==> config.mk <==
export PLATFORM = sky130hd
export DESIGN_NAME = cluster_fifo_packer
export DESIGN_NICKNAME = d
export VERILOG_FILES = /design/src/rtl/cluster_fifo_packer.sv
export SDC_FILE = /design/constraint.sdc
export NUM_CORES = 1
export LEC_CHECK = 0
export CAP_MARGIN = 20
export CORE_MARGIN = 2
export CORE_UTILIZATION = 30
export CTS_CLUSTER_DIAMETER = 40
export DETAILED_ROUTE_END_ITERATION = 12
export SETUP_SLACK_MARGIN = 0.3
export SYNTH_ARGS = -nofsm -noshare
export SYNTH_HDL_FRONTEND = slang
export SYNTH_SLANG_ARGS = --single-unit
==> constraint.sdc <==
create_clock -name clock4x -period 7 [get_ports clock4x]
set_input_delay 0.7 -clock clock4x [delete_from_list [all_inputs] [get_ports clock4x]]
set_output_delay 0.7 -clock clock4x [all_outputs]
set_load 0.03 [all_outputs]
==> src/rtl/cluster_fifo_packer.sv <==
// cluster_fifo_packer
// Samples the eight multiplexed cluster lanes once per mux half, packs the
// leading valid lanes two at a time into a pair-wide FIFO, and drains them as
// one cluster per cycle on a valid/ready stream with first-word-fall-through.
// Optional feature macro: CLUSTER_PACKER_OVF_CNT_EN enables the saturating
// dropped-pair counter on ovf_cnt; without it ovf_cnt is tied to zero.
module cluster_fifo_packer #(
  parameter int         FIFO_AW   = 4,
  parameter logic [1:0] CAP_PHASE = 2'd3
) (
  input  logic        clock4x,
  input  logic        global_reset,
  input  logic [87:0] adr_in,
  input  logic [23:0] cnt_in,
  input  logic        out_ready,
  output logic        out_valid,
  output logic [10:0] out_adr,
  output logic [2:0]  out_cnt,
  output logic        out_sof,
  output logic        fifo_full,
  output logic        overflow,
  output logic [15:0] ovf_cnt
);

  localparam int DEPTH = 1 << FIFO_AW;
  localparam logic [FIFO_AW:0]   CNT_ONE  = {{FIFO_AW{1'b0}}, 1'b1};
  localparam logic [FIFO_AW:0]   CNT_FULL = {1'b1, {FIFO_AW{1'b0}}};
  localparam logic [FIFO_AW-1:0] PTR_ONE  = {{(FIFO_AW-1){1'b0}}, 1'b1};

  typedef enum logic [2:0] {IDLE, PAIR0, PAIR1, PAIR2, PAIR3} unload_state_t;

  typedef struct packed {
    logic        sof;
    logic        v1;
    logic        v0;
    logic [2:0]  cnt1;
    logic [10:0] adr1;
    logic [2:0]  cnt0;
    logic [10:0] adr0;
  } pair_t;

  logic [2:0]         phase;
  unload_state_t      state;
  logic [10:0]        snap_adr [8];
  logic [2:0]         snap_cnt [8];
  logic [7:0]         snap_valid;
  pair_t              mem [DEPTH];
  logic [FIFO_AW-1:0] wr_ptr;
  logic [FIFO_AW-1:0] rd_ptr;
  logic [FIFO_AW:0]   count;
  logic               half;

  logic               capture;
  logic               in_pair;
  logic [1:0]         pair_idx;
  logic [2:0]         lo_lane;
  logic [2:0]         hi_lane;
  logic               push_req;
  logic               push;
  logic               drop;
  pair_t              push_entry;
  logic               head_v1;
  logic               pop;
  logic               adv_half;
  logic               half_n;
  logic               hi_sel;
  logic [FIFO_AW-1:0] rd_ptr_n;
  logic [FIFO_AW:0]   count_n;
  logic [FIFO_AW:0]   avail;
  pair_t              next_head;

  assign capture = (phase[1:0] == CAP_PHASE);
  assign lo_lane = {pair_idx, 1'b0};
  assign hi_lane = {pair_idx, 1'b1};

  // Decode which lane pair the unloader is looking at and build its FIFO entry
  always_comb begin
    in_pair  = 1'b1;
    pair_idx = 2'd0;
    case (state)
      PAIR0:   pair_idx = 2'd0;
      PAIR1:   pair_idx = 2'd1;
      PAIR2:   pair_idx = 2'd2;
      PAIR3:   pair_idx = 2'd3;
      default: in_pair  = 1'b0;
    endcase
    push_entry      = '0;
    push_entry.sof  = (pair_idx == 2'd0);
    push_entry.v1   = snap_valid[hi_lane];
    push_entry.v0   = snap_valid[lo_lane];
    push_entry.cnt1 = snap_cnt[hi_lane];
    push_entry.adr1 = snap_adr[hi_lane];
    push_entry.cnt0 = snap_cnt[lo_lane];
    push_entry.adr0 = snap_adr[lo_lane];
    push_req        = in_pair & snap_valid[lo_lane];
  end

  assign push = push_req & ~fifo_full;
  assign drop = push_req & fifo_full;

  // Read-side bookkeeping: handshake decode, pointer/occupancy next values and the entry to present next
  always_comb begin
    head_v1  = mem[rd_ptr].v1;
    pop      = out_valid & out_ready & (half | ~head_v1);
    adv_half = out_valid & out_ready & ~half & head_v1;
    rd_ptr_n = pop ? rd_ptr + PTR_ONE : rd_ptr;
    half_n   = pop ? 1'b0 : (adv_half | half);
    count_n  = count;
    if (push && !pop) begin
      count_n = count + CNT_ONE;
    end else if (!push && pop) begin
      count_n = count - CNT_ONE;
    end
    avail     = count - (pop ? CNT_ONE : '0);
    next_head = mem[rd_ptr_n];
    hi_sel    = half_n & next_head.v1;
  end

  // Frame phase counter, aligned with the upstream mux by sharing its reset value
  always_ff @(posedge clock4x) begin
    if (global_reset) begin
      phase <= 3'd1;
    end else begin
      phase <= phase + 3'd1;
    end
  end

  // Snapshot capture and pair unloader; a capture always restarts at PAIR0
  always_ff @(posedge clock4x) begin
    if (global_reset) begin
      state      <= IDLE;
      snap_valid <= '0;
    end else if (capture) begin
      state <= PAIR0;
      for (int i = 0; i < 8; i++) begin
        snap_adr[i]   <= adr_in[i*11 +: 11];
        snap_cnt[i]   <= cnt_in[i*3 +: 3];
        snap_valid[i] <= (adr_in[i*11+9 +: 2] != 2'b11);
      end
    end else begin
      case (state)
        PAIR0:   state <= push_req ? PAIR1 : IDLE;
        PAIR1:   state <= push_req ? PAIR2 : IDLE;
        PAIR2:   state <= push_req ? PAIR3 : IDLE;
        default: state <= IDLE;
      endcase
    end
  end

  // FIFO storage; contents need no reset because occupancy is cleared
  always_ff @(posedge clock4x) begin
    if (push) begin
      mem[wr_ptr] <= push_entry;
    end
  end

  // FIFO pointers, occupancy, registered full flag and sticky overflow
  always_ff @(posedge clock4x) begin
    if (global_reset) begin
      wr_ptr    <= '0;
      rd_ptr    <= '0;
      count     <= '0;
      fifo_full <= 1'b0;
      overflow  <= 1'b0;
    end else begin
      if (push) begin
        wr_ptr <= wr_ptr + PTR_ONE;
      end
      rd_ptr    <= rd_ptr_n;
      count     <= count_n;
      fifo_full <= (count_n == CNT_FULL);
      if (drop) begin
        overflow <= 1'b1;
      end
    end
  end

  // Output stage: presents the head entry's current half, held while stalled
  always_ff @(posedge clock4x) begin
    if (global_reset) begin
      out_valid <= 1'b0;
      out_adr   <= '0;
      out_cnt   <= '0;
      out_sof   <= 1'b0;
      half      <= 1'b0;
    end else begin
      half      <= half_n;
      out_valid <= (avail != '0);
      if (avail != '0) begin
        if (hi_sel) begin
          out_adr <= next_head.adr1;
          out_cnt <= next_head.cnt1;
          out_sof <= 1'b0;
        end else begin
          out_adr <= next_head.adr0;
          out_cnt <= next_head.cnt0;
          out_sof <= next_head.sof & next_head.v0;
        end
      end
    end
  end

`ifdef CLUSTER_PACKER_OVF_CNT_EN
  logic [15:0] drop_count;

  // Saturating count of dropped pairs, cleared only by reset
  always_ff @(posedge clock4x) begin
    if (global_reset) begin
      drop_count <= 16'h0;
    end else if (drop && drop_count != 16'hFFFF) begin
      drop_count <= drop_count + 16'd1;
    end
  end

  assign ovf_cnt = drop_count;
`else
  assign ovf_cnt = 16'h0;
`endif

endmodule

* Yosys cells after proc, flatten, opt, wreduce, memory -nomap -nowiden
Memories as Yosys holds them, arrays and structs flattened. A register that Yosys moved wholly into a read port is not among the register bits.
Index checks and enable logic that the tools add are counted.
** Word-level totals
- RAM bits :: 608
- Output and inout bits :: 34
- Bits in registers :: 46
- Memories kept :: 3
** Memory list
- mem :: depth 16, bits a word 31, read ports 2, clocked after Yosys merged registers in 1, write ports 1, RTL line 47 : pair_t mem [DEPTH];
- snap_adr :: depth 8, bits a word 11, read ports 2, clocked after Yosys merged registers in 0, write ports 8, RTL line 44 : logic [10:0] snap_adr [8];
- snap_cnt :: depth 8, bits a word 3, read ports 2, clocked after Yosys merged registers in 0, write ports 8, RTL line 45 : logic [2:0] snap_cnt [8];
** Operators by class
- $add $sub $neg :: 6
- Muxes and demuxes :: 25
- Equality and inequality tests :: 14
- Bitwise operators :: 14
- Magnitude comparators :: 2
- Reduce and logical (&&, ||, !) cells :: 8
** Operators with widths (count)
- $ne A2 B2 Y1 const B :: 8
- $mux W1 :: 12
- $mux W11 :: 1
- $mux W5 :: 2
- $and A1 B1 Y1 :: 9
- $pmux W3 S3 :: 1
- $add A4 B1 Y4 const B :: 2
- $lt A3 B4 Y1 const B :: 2
- $mux W4 :: 2
- $eq A3 B2 Y1 const B :: 2
- $mux W3 :: 2
- $pmux W2 S3 :: 1
- $add A5 B1 Y5 const B :: 1
- $eq A5 B5 Y1 const B :: 1
- $reduce_bool A5 Y1 :: 1
- $sub A5 B1 Y5 :: 1
- $sub A5 B1 Y5 const B :: 1
- $bmux W1 S2 :: 2
- $mux W2 :: 2
- $reduce_or A4 Y1 :: 1
- $add A3 B1 Y3 const B :: 1
- $eq A3 B1 Y1 const B :: 1
- $eq A3 B3 Y1 const B :: 1
- $not A1 Y1 :: 3
- other kinds (6) :: 9

* Longest topological paths before layout
Gate-level depths: netlist of run 1.
- Depth in word-level cells :: 11
- Depth in mapped cells :: 17
- Gate-level depth less buffers :: 11

* Worst setup path after synthesis of run 1
Ideal clock, no wire load.
- Kind :: flip-flop to flip-flop
- Start :: reg phase[0]
- End :: mem snap_adr[0][0] (enable)
- Path slack :: 411 ps
- Required time :: 6404 ps
- Cell stages (with the launch flop) :: 5
- Data arrival time :: 5993 ps
- Library setup time :: 596 ps
- Path through :: dfxtp_1 ha_1 clkbuf_1 clkbuf_1 nor2b_1
** RTL lines
- start: declaration :: RTL line 42 : logic [2:0] phase;
- start signal: assignment :: RTL line 124 : phase <= phase + 3'd1;
- end: declaration :: RTL line 44

* Worst setup path in the final report of run 1
- Start :: reg rd_ptr[0]
- End :: reg out_adr[0]
** On the way
- Cells in the longest elaborated chain, start to end :: 5
** Ends and longest elaborated chain
- start: declaration :: RTL line 49 : logic [FIFO_AW-1:0] rd_ptr;
- start signal: assignment :: RTL line 169 : rd_ptr <= rd_ptr_n;
- $add A4 B1 Y4 :: RTL line 106 : rd_ptr_n = pop ? rd_ptr + PTR_ONE : rd_ptr;
- $mux W4 (*) :: RTL line 106
- $mem_v2 Z16 W31 (*)
- $and A1 B1 Y1 :: RTL line 116 : hi_sel = half_n & next_head.v1;
- $mux W11 (*) :: RTL line 190 : if (hi_sel) begin
- end signal: assignment :: RTL line 191 : out_adr <= next_head.adr1;
- end signal: assignment :: RTL line 195 : out_adr <= next_head.adr0;
- end: declaration :: RTL line 17 : output logic [10:0] out_adr,
Every way passes the cells marked *; elsewhere a longest branch is shown, timed or not.
A chain may end at the register's enable or synchronous reset.

==> summary.txt, run 1 <==
Clock network
  – CTS Sinks: 653
  – CTS tree: done
  – CTS Hold Bufs: 0
  – Clock latency on the worst-skew pair: 640 ps
  – CTS Root Cell: clkbuf_16
  – Post-CTS setup buffer count: 0
  – H-Tree Depth: 3
  – CTS max path bufs: 3
  – Cts bufs inserted: 85
  – Clk pin slew, worst setup/hold paths: 60 ps
  – Post-CTS resize count: 0

GRT
  – First-pass GRT wire length: 120,000 µm
  – Gr usage total: 0.161
  – Initial antenna violation count: 1
  – Total grt overflow: 0
  – Number of global-route vias before repair: 19,100
  – Largest net degree at the start of global routing: 103

Floorplanning
  – Die area: 97,500 µm²
  – Num ports: 149
  – Row Count: 113
  – Die span in y: 312 µm
  – Area of the core: 94,600 µm²
  – Die X: 312 µm
  – Initial Utilization: 0.301

Logic synthesis
  – Area leader, netlist: edfxtp_1
  – Count leader, synth: edfxtp_1
  – Register area share after synthesis: 0.672
  – Synthesized area: 28,500 µm²
  – Synth cell count leaders: 608 x edfxtp_1, 143 x mux2i_1, 139 x nand2_1, 114 x nor2_1, 109 x clkbuf_1
  – Post-synth EDFFs: 608
  – Synth unique cells: 74
  – Post-synth top area share: 0.640
  – Synth async-reset ratio: 0
  – Largest cells by area after synthesis: edfxtp_1 64%, mux2i_1 5.0%, dfxtp_1 3.2%
  – FF+latch count, synth: 653
  – Top FF cell, synth: edfxtp_1
  – Synthesized area per cell: 13.9 µm²
  – Syn Inst Count: 2,057
  – Yosys warns: 0

Drt
  – WL final: 80,800 µm
  – Met3 wire len: 5730 µm
  – WL per Instance: 23.1 µm
  – Met1 wire length: 32,700 µm
  – Detailed Route Iter0 Violations: 1,909
  – WL met2: 40,700 µm
  – Drt drc: 0
  – Via density: 5.40
  – Pre-antenna DRT Iters: 6
  – Via Count: 18,900
  – Post-DRT Antenna Nets: 0
  – Top Metal Used: met4

Place
  – Placed Cells: 3,340
  – IO buf count: 132
  – HPWL Detailed: 47,900 µm
  – Routability-driven placement congestion ratio: 0.803

Finish
  – Area Growth Syn to Fin: 20.3%
  – N_diodes: 0
  – Post-Layout Cell Count: 3,505
  – Layout cells sized above 1: 0.129
  – Final nets: 2,292

Timing
  – Final Skew: 24.2 ps
  – Final min period: 5430 ps
  – Period utilization: 0.776
  – Max Clk Rate: 184 MHz
  – Count of final hold-check violations: 0
  – Setup-failing EPs final: 0
  – Final-report max-slew violation count: 0
  – WHS: 400 ps
  – Slew @ Worst Pin: 1130 ps
  – Slew HR: 0.243
  – RSZ-0062 raised after global routing: false
  – Setup TNS: 0 ps

Power
  – P_leak: 0.0110 µW
  – Max VDD drop: 0.000219 V
  – Power density over cell area: 299 nW/µm²

Worst hold path
  – Hold endpoint: phase[0]
  – Hold path depth: 1
  – Hold_sp: phase[0]
  – Hold Crit Class: flip-flop to flip-flop

Setup path
  – Reg-to-Reg Start: rd_ptr[0]
  – FF-to-FF End: out_adr[0]
  – Max Fanout on Critical Path: 67
  – Worst setup EP type: flip-flop
  – Worst R2R Path Depth: 11
  – CP Launch Type: flip-flop
  – CP startpoint: rd_ptr[0]
  – R2R Setup Slk: 1570 ps
  – Setup CP Type: flip-flop to flip-flop
  – Req. time, crit path: 7530 ps
  – WP data arrival: 5960 ps

Outcome
  – Status: finished clean

Job
  – Max Cap Viol: 0
-- through the flow --
step | power, µW | setup slack (ps) | area, µm² | utilization
2_1_floorplan | 5380 | 411 | 28600 | -
3_3_place_gp | 5810 | 1680 | 31200 | 0.330
3_5_place_dp | 5850 | 1580 | 31300 | 0.331
4_1_cts | 10300 | 1660 | 34200 | 0.361
5_1_grt | 10600 | 1270 | 34300 | 0.363
6_report | 10200 | 1570 | 34300 | 0.363
-- layer usage --
layer,vias to the layer above,global-route usage
met5,-,0
li1,8359,-
met4,0,0.0491
met1,9590,0.205
met2,851,0.283
met3,138,0.0245
-- how the worst max path moves through the flow --
stage | depth (start not counted) | endpoint
4_1_cts | 10 | out_adr[5]
2_1_floorplan | 4 | snap_adr[0][0]
6_report | 11 | out_adr[0]
3_3_place_gp | 12 | out_adr[0]
5_1_grt | 10 | out_adr[5]
3_5_place_dp | 12 | out_adr[0]
-- cell families after synthesis --
family / count (synthesis) / share of synthesized area
compound gates: 456 / 0.119
xor+xnor: 11 / 0.00390
fa+ha+maj: 9 / 0.00395
buf+inv: 189 / 0.0304
flops: 653 / 0.672
mux: 190 / 0.0763
other cells: 1 / 0.000131
simple gates: 548 / 0.0946
-- critical path: stages (launching register included) --
cell      delay [ps]
dfxtp_4          820
mux2i_1          210
a211oi_2         440
a31oi_4          120
buf_4            300
nand2_4          440
clkinv_4         480
mux2i_2          340
a31oi_1          170
a22oi_4          920
o311ai_0         640
a31o_1           380
-- cell type report --
cell class	instances	area, µm²
fillers	8923	60300
flip-flops and latches	653	19200
multi-input cells	1230	8740
clock buffers	98	2250
repair buffers	184	1850
well taps	1265	1580
clock inverters	61	672
inverters	14	57.6
-- cells in the final DEF (no fill, tap or decap), drive strengths merged, types with 18 or more instances in the layout --
cell type,count
and2,28
a31o,18
clkinv,24
clkdlybuf4s50,131
edfxtp,608
mux2,27
mux2i,144
mux4,19
nand2b,20
a221o,27
dfxtp,45
nand3,82
nor2,114
nor3,29
and3,33
nor2b,36
clkbuf,98
nand2,140
a32oi,29
a311oi,34
buf,53
a32o,24
a21oi,63
inv,32
o22ai,42
nand4,28
o21ai,61
a211oi,79
-- state kept, by name, indices dropped and copies added, names as in the netlist, 2 cells and up --
signal / flops
out_cnt: 3
out_adr: 11
state: 3
mem: 496
phase: 2
snap_adr: 88
snap_valid: 8
count: 5
wr_ptr: 4
snap_cnt: 24
rd_ptr: 4
-- report_power, final --
group	total [µW]	leakage (µW)	switching, µW	internal [µW]
clock network	4440	0.00141	1720	2710
logic	1390	0.00369	876	515
registers	4420	0.00586	82.5	4340
total	10200	0.0110	2680	7570
Note: power is estimated with default switching activity, not from simulation.
==> inputs of run 2 (changes only) <==
Clock period 7 ns to 5.25 ns, I/O delays scaled along.
==> run 2 against run 1 <==
  * Global-route usage shrank 0.14 points
  * Flip-flop and latch count is the same
  * Register-to-register slack lost 640 ps
  * Power grew 33%
  * Combinational power grew 30%
  * Clock skew shrank 7.4 ps
  * Clock power grew 34%
  * Via count grew 0.23%
  * Non-clock buffer count grew 8
  * Largest power group unchanged
  * Highest routed layer is now met5
==> summary.txt, run 2 (synthesized netlist as in run 1, its figures left out) <==
Outcome
  – Status: finished clean

Drt
  – Via density: 5.39
  – Pre-antenna DRT Iters: 5
  – Detailed Route Iter0 Violations: 1,993
  – Drt drc: 0
  – Via Count: 19,000
  – WL per Instance: 22.6 µm
  – Post-DRT Antenna Nets: 0
  – WL final: 79,700 µm

Finish
  – Commonest non-fill, non-tap cell in the layout: edfxtp_1
  – Largest Register: mem
  – Largest regs: mem: 496 flops, snap_adr: 88 flops, snap_cnt: 24 flops
  – Area Growth Syn to Fin: 20.5%
  – Max reg flops: 496
  – N_diodes: 0
  – Final nets: 2,304
  – Layout cells sized above 1: 0.134
  – Commonest non-fill, non-tap cells in the layout: 608 x edfxtp_1, 143 x mux2i_1, 138 x nand2_1
  – Utilization after layout: 0.363

Floorplanning
  – Die area: 97,500 µm²
  – Die X: 312 µm
  – Num ports: 149
  – Area of the core: 94,600 µm²
  – Initial Utilization: 0.301
  – Die span in y: 312 µm
  – Row Count: 113

Worst hold path
  – Hold Crit Class: flip-flop to flip-flop
  – Hold_sp: phase[0]
  – Hold endpoint: phase[0]
  – Hold path depth: 1

Power
  – P_leak: 0.0110 µW
  – Power density over cell area: 398 nW/µm²
  – Max VDD drop: 0.000272 V

Setup path
  – WP data arrival: 4840 ps
  – Crit path max-delay family: simple AND/OR/NAND/NOR gates
  – Cells along the critical path: mux2i_1 > a22oi_1 > nand3_2 > nand2_4 > clkinv_4 > ha_1 > nor4b_1 > nand2_1 > nand2b_1 > inv_1 > a31o_2
  – Max incr delay on CP: 600 ps
  – Req. time, crit path: 5770 ps
  – Worst setup EP type: flip-flop
  – R2R Setup Slk: 930 ps
  – Reg-to-Reg Start: rd_ptr[0]
  – CP Launch Type: flip-flop
  – FF-to-FF End: out_adr[8]
  – Levels on crit path: 11
  – CP max stage cell: nand2_1
  – Buf/Inv on CP: 2
  – Max Fanout on Critical Path: 36
  – Worst R2R Path Depth: 11
  – Setup CP Type: flip-flop to flip-flop

Clock network
  – CTS tree: done
  – CTS Sinks: 653
  – Post-CTS setup buffer count: 0
  – CTS max path bufs: 3
  – Post-CTS resize count: 0
  – CTS Hold Bufs: 0
  – H-Tree Depth: 3
  – Cts bufs inserted: 89
  – CTS Root Cell: clkbuf_16
  – Clock latency on the worst-skew pair: 630 ps
  – Clk pin slew, worst setup/hold paths: 60 ps

Place
  – Dpl ws: 1030 ps
  – IO buf count: 132
  – Routability-driven placement congestion ratio: 0.835
  – HPWL Detailed: 48,500 µm

GRT
  – Initial antenna violation count: 2
  – Number of global-route vias before repair: 19,000
  – Total grt overflow: 0
  – Largest net degree at the start of global routing: 105
  – Gr usage total: 0.160
  – First-pass GRT wire length: 119,000 µm

Timing
  – Post-route setup slack: 933 ps
  – Count of final hold-check violations: 0
  – WHS: 399 ps
  – Final Skew: 16.8 ps
  – Slew HR: 0.246
  – Max Clk Rate: 232 MHz
  – Slew @ Worst Pin: 1130 ps
  – Final min period: 4320 ps
  – Period utilization: 0.822
  – Final-report max-slew violation count: 0
  – Setup-failing EPs final: 0
  – RSZ-0062 raised after global routing: false
  – Setup TNS: 0 ps

Job
  – Max Cap Viol: 0
## run 2: cell types whose count changed in the layout (fill, tap and decap cells not counted), sizes merged
cell / delta
buf: +7
bufinv: -2
clkbuf: +7
inv: -6
clkinv: +13
clkinvlp: -2
## run 2: worst reg2reg max path, delay by kind of cell (launching register included)
kind                     cells  cell delay (ps)
AO/OA/AOI/OAI                2              670
adder cells (fa/ha/maj)      1              460
buffers and inverters        2              610
flip-flops                   1              570
multiplexers                 1              200
AND/OR/NAND/NOR              5             1700
## run 2: how the worst max path moves through the flow
stage                          from        endpoint  slack (ps)
after global routing      rd_ptr[0]      out_adr[9]         680
after detailed placement  rd_ptr[0]      out_adr[9]        1030
after floorplan            phase[0]  snap_adr[0][0]         820
after global placement    rd_ptr[0]      out_adr[9]        1020
final                     rd_ptr[0]      out_adr[8]         930
after CTS                 rd_ptr[0]      out_adr[9]        1000
## run 2: metal layers
layer,share of wire,global-route usage
met5,0.00016,0
met4,0.032,0.0602
met3,0.066,0.0233
met2,0.50,0.273
met1,0.41,0.205
## run 2: where the power goes
group / internal, µW / switching [µW] / leakage [µW] / total [µW]
Sequential: 5780 / 94.2 / 0.00586 / 5880
Combinational: 676 / 1140 / 0.00370 / 1810
Clock: 3640 / 2340 / 0.00145 / 5970
Total: 10100 / 3570 / 0.0110 / 13700
## run 2: area by class of cell
cell class                 count  area [µm²]
inverter                      14        57.6
fill                        8827       60200
multi-input combinational   1230        8740
clock buffer                 104        2340
clock inverter                64         653
tap                         1265        1580
sequential                   653       19200
timing repair buffer         192        1830
## run 2: per-stage QoR
stage / area (µm²) / power (µW) / cells
after global routing: 34400 / 14100 / 3522
after floorplan: 28600 / 7170 / 2072
after detailed placement: 31300 / 7770 / 3351
after CTS: 34300 / 13700 / 3519
final: 34400 / 13700 / 3522
after global placement: 31300 / 7720 / 3351
==> inputs of run 3 (changes only) <==
Clock period 5.25 ns to 4.2 ns, I/O delays scaled along.
==> run 3 against run 2 <==
  * Cell area grew 1.8%
  * Via count hardly changed
  * Die area stayed put
  * Clock power up 35%
  * Clock skew increased by 31 ps
  * Sequential power grew 25%
  * Critical endpoint is now out_adr[0]
==> summary.txt, run 3 (synthesized netlist as in run 1, its figures left out) <==
Drt
  – Via Count: 19,000
  – Via density: 5.34
  – Pre-antenna DRT Iters: 7
  – WL final: 81,100 µm
  – Detailed Route Iter0 Violations: 1,665
  – Post-DRT Antenna Nets: 0
  – WL per Instance: 22.8 µm
  – Drt drc: 0

Finish
  – Commonest non-fill, non-tap cells in the layout: 608 x edfxtp_1, 143 x mux2i_1, 138 x nand2_1
  – Area Growth Syn to Fin: 22.7%
  – Commonest non-fill, non-tap cell in the layout: edfxtp_1
  – N_diodes: 0
  – Final Cell Area: 35,000 µm²
  – Largest regs: mem: 496 flops, snap_adr: 88 flops, snap_cnt: 24 flops
  – Largest Register: mem
  – Layout cells sized above 1: 0.152
  – Max reg flops: 496
  – Post-Layout Cell Count: 3,557
  – Final nets: 2,335

Place
  – Placed Cells: 3,372
  – Routability-driven placement congestion ratio: 0.867
  – HPWL Detailed: 49,700 µm
  – IO buf count: 132
  – Dpl ws: 250 ps
  – Placed cell area: 31,600 µm²

Job
  – Max Cap Viol: 0

Floorplanning
  – Initial Utilization: 0.301
  – Die X: 312 µm
  – Row Count: 113
  – Die area: 97,500 µm²
  – Area of the core: 94,600 µm²
  – Num ports: 149
  – Die span in y: 312 µm

Timing
  – RSZ-0062 raised after global routing: false
  – Period utilization: 0.898
  – Setup TNS: 0 ps
  – Setup-failing EPs final: 0
  – Slew HR: 0.320
  – Slew @ Worst Pin: 1020 ps
  – Final Skew: 47.4 ps
  – Post-route setup slack: 429 ps
  – Max Clk Rate: 265 MHz
  – Final min period: 3770 ps
  – Count of final hold-check violations: 0
  – Final-report max-slew violation count: 0

Setup path
  – Setup CP Type: flip-flop to flip-flop
  – WP data arrival: 4310 ps
  – CP Launch Type: flip-flop
  – Req. time, crit path: 4740 ps
  – Worst setup EP type: flip-flop
  – Max Fanout on Critical Path: 17

Clock network
  – CTS Hold Bufs: 0
  – CTS max path bufs: 3
  – Cts bufs inserted: 97
  – Clock latency on the worst-skew pair: 640 ps
  – H-Tree Depth: 3
  – Clk pin slew, worst setup/hold paths: 50 ps
  – CTS Root Cell: clkbuf_16
  – CTS Sinks: 653
  – CTS tree: done

GRT
  – Gr usage total: 0.162
  – Total grt overflow: 0
  – Initial antenna violation count: 2
  – Largest net degree at the start of global routing: 93
  – Number of global-route vias before repair: 18,800
  – First-pass GRT wire length: 120,000 µm

Power
  – Switch Pwr: 4740 µW
  – Sw Ratio: 0.266
  – P_leak: 0.0113 µW
  – Proportion of power drawn by combinational gates: 0.135
  – Clk network pwr share: 0.452
  – Power density over cell area: 509 nW/µm²
  – Internal power: 13,100 µW
  – Max VDD drop: 0.000368 V
  – Reg power frac: 0.413

Worst hold path
  – Hold Crit Class: primary input to flip-flop

Outcome
  – Status: finished clean
==> run 3: timing repair <==
item                                   CTS  global route
buffers inserted                         1             2
setup endpoints to repair                4            14
endpoints found under the hold margin    0             0
cloned                                   0             1
pin swaps                                1             1
resized for setup                        0             7
==> run 3: power groups by stage <==
stage | clock network, µW | registers [µW] | logic [µW]
2_1_floorplan | 0 | 7490 | 1470
3_3_place_gp | 0 | 7490 | 2280
3_5_place_dp | 0 | 7490 | 2330
4_1_cts | 8170 | 7360 | 2350
5_1_grt | 8450 | 7370 | 2570
6_report | 8060 | 7360 | 2400
==> run 3: critical path, stage by stage, from the launching register on <==
cell and delay, ps:
dfxtp_4 500, mux2i_1 260, a211oi_2 90, buf_4 160, a31oi_4 290, nand4_1 270, and2_4 290, o41ai_2 490
a22oi_4 280, buf_4 260, a41oi_1 170, nand3_1 310, a31o_1 310
==> run 3: metal layers <==
metal / vias up / track usage / wire, µm
li1: 8455 / - / -
met1: 9620 / 0.211 / 33500
met2: 764 / 0.276 / 39900
met4: 2 / 0.0484 / 2070
met5: - / 0 / 13
met3: 149 / 0.0285 / 5580
==> run 3: stage by stage <==
| step | total power [µW] | util | hold WS [ps] |
|---|---|---|---|
| 3_3_place_gp | 9770 | 0.334 | 383 |
| 5_1_grt | 18400 | 0.370 | 224 |
| 2_1_floorplan | 8960 | - | 375 |
| 3_5_place_dp | 9820 | 0.334 | 399 |
| 6_report | 17800 | 0.370 | 235 |
| 4_1_cts | 17900 | 0.369 | 200 |
==> run 3: cell type report <==
cell class | instances | area [µm²]
fillers | 8788 | 59600
flip-flops and latches | 653 | 19200
multi-input cells | 1230 | 8790
clock buffers | 105 | 2490
repair buffers | 215 | 2110
well taps | 1265 | 1580
clock inverters | 75 | 797
inverters | 14 | 57.6
==> run 3: worst paths after layout <==
check,cells past startpoint,end,start,slack [ps]
worst max register to register,12,out_adr[0],rd_ptr[0],430
worst min-delay path,2,snap_adr[2][21],global_reset,230
worst max-delay path,12,out_adr[0],rd_ptr[0],430
worst min register to register,1,phase[0],phase[0],420
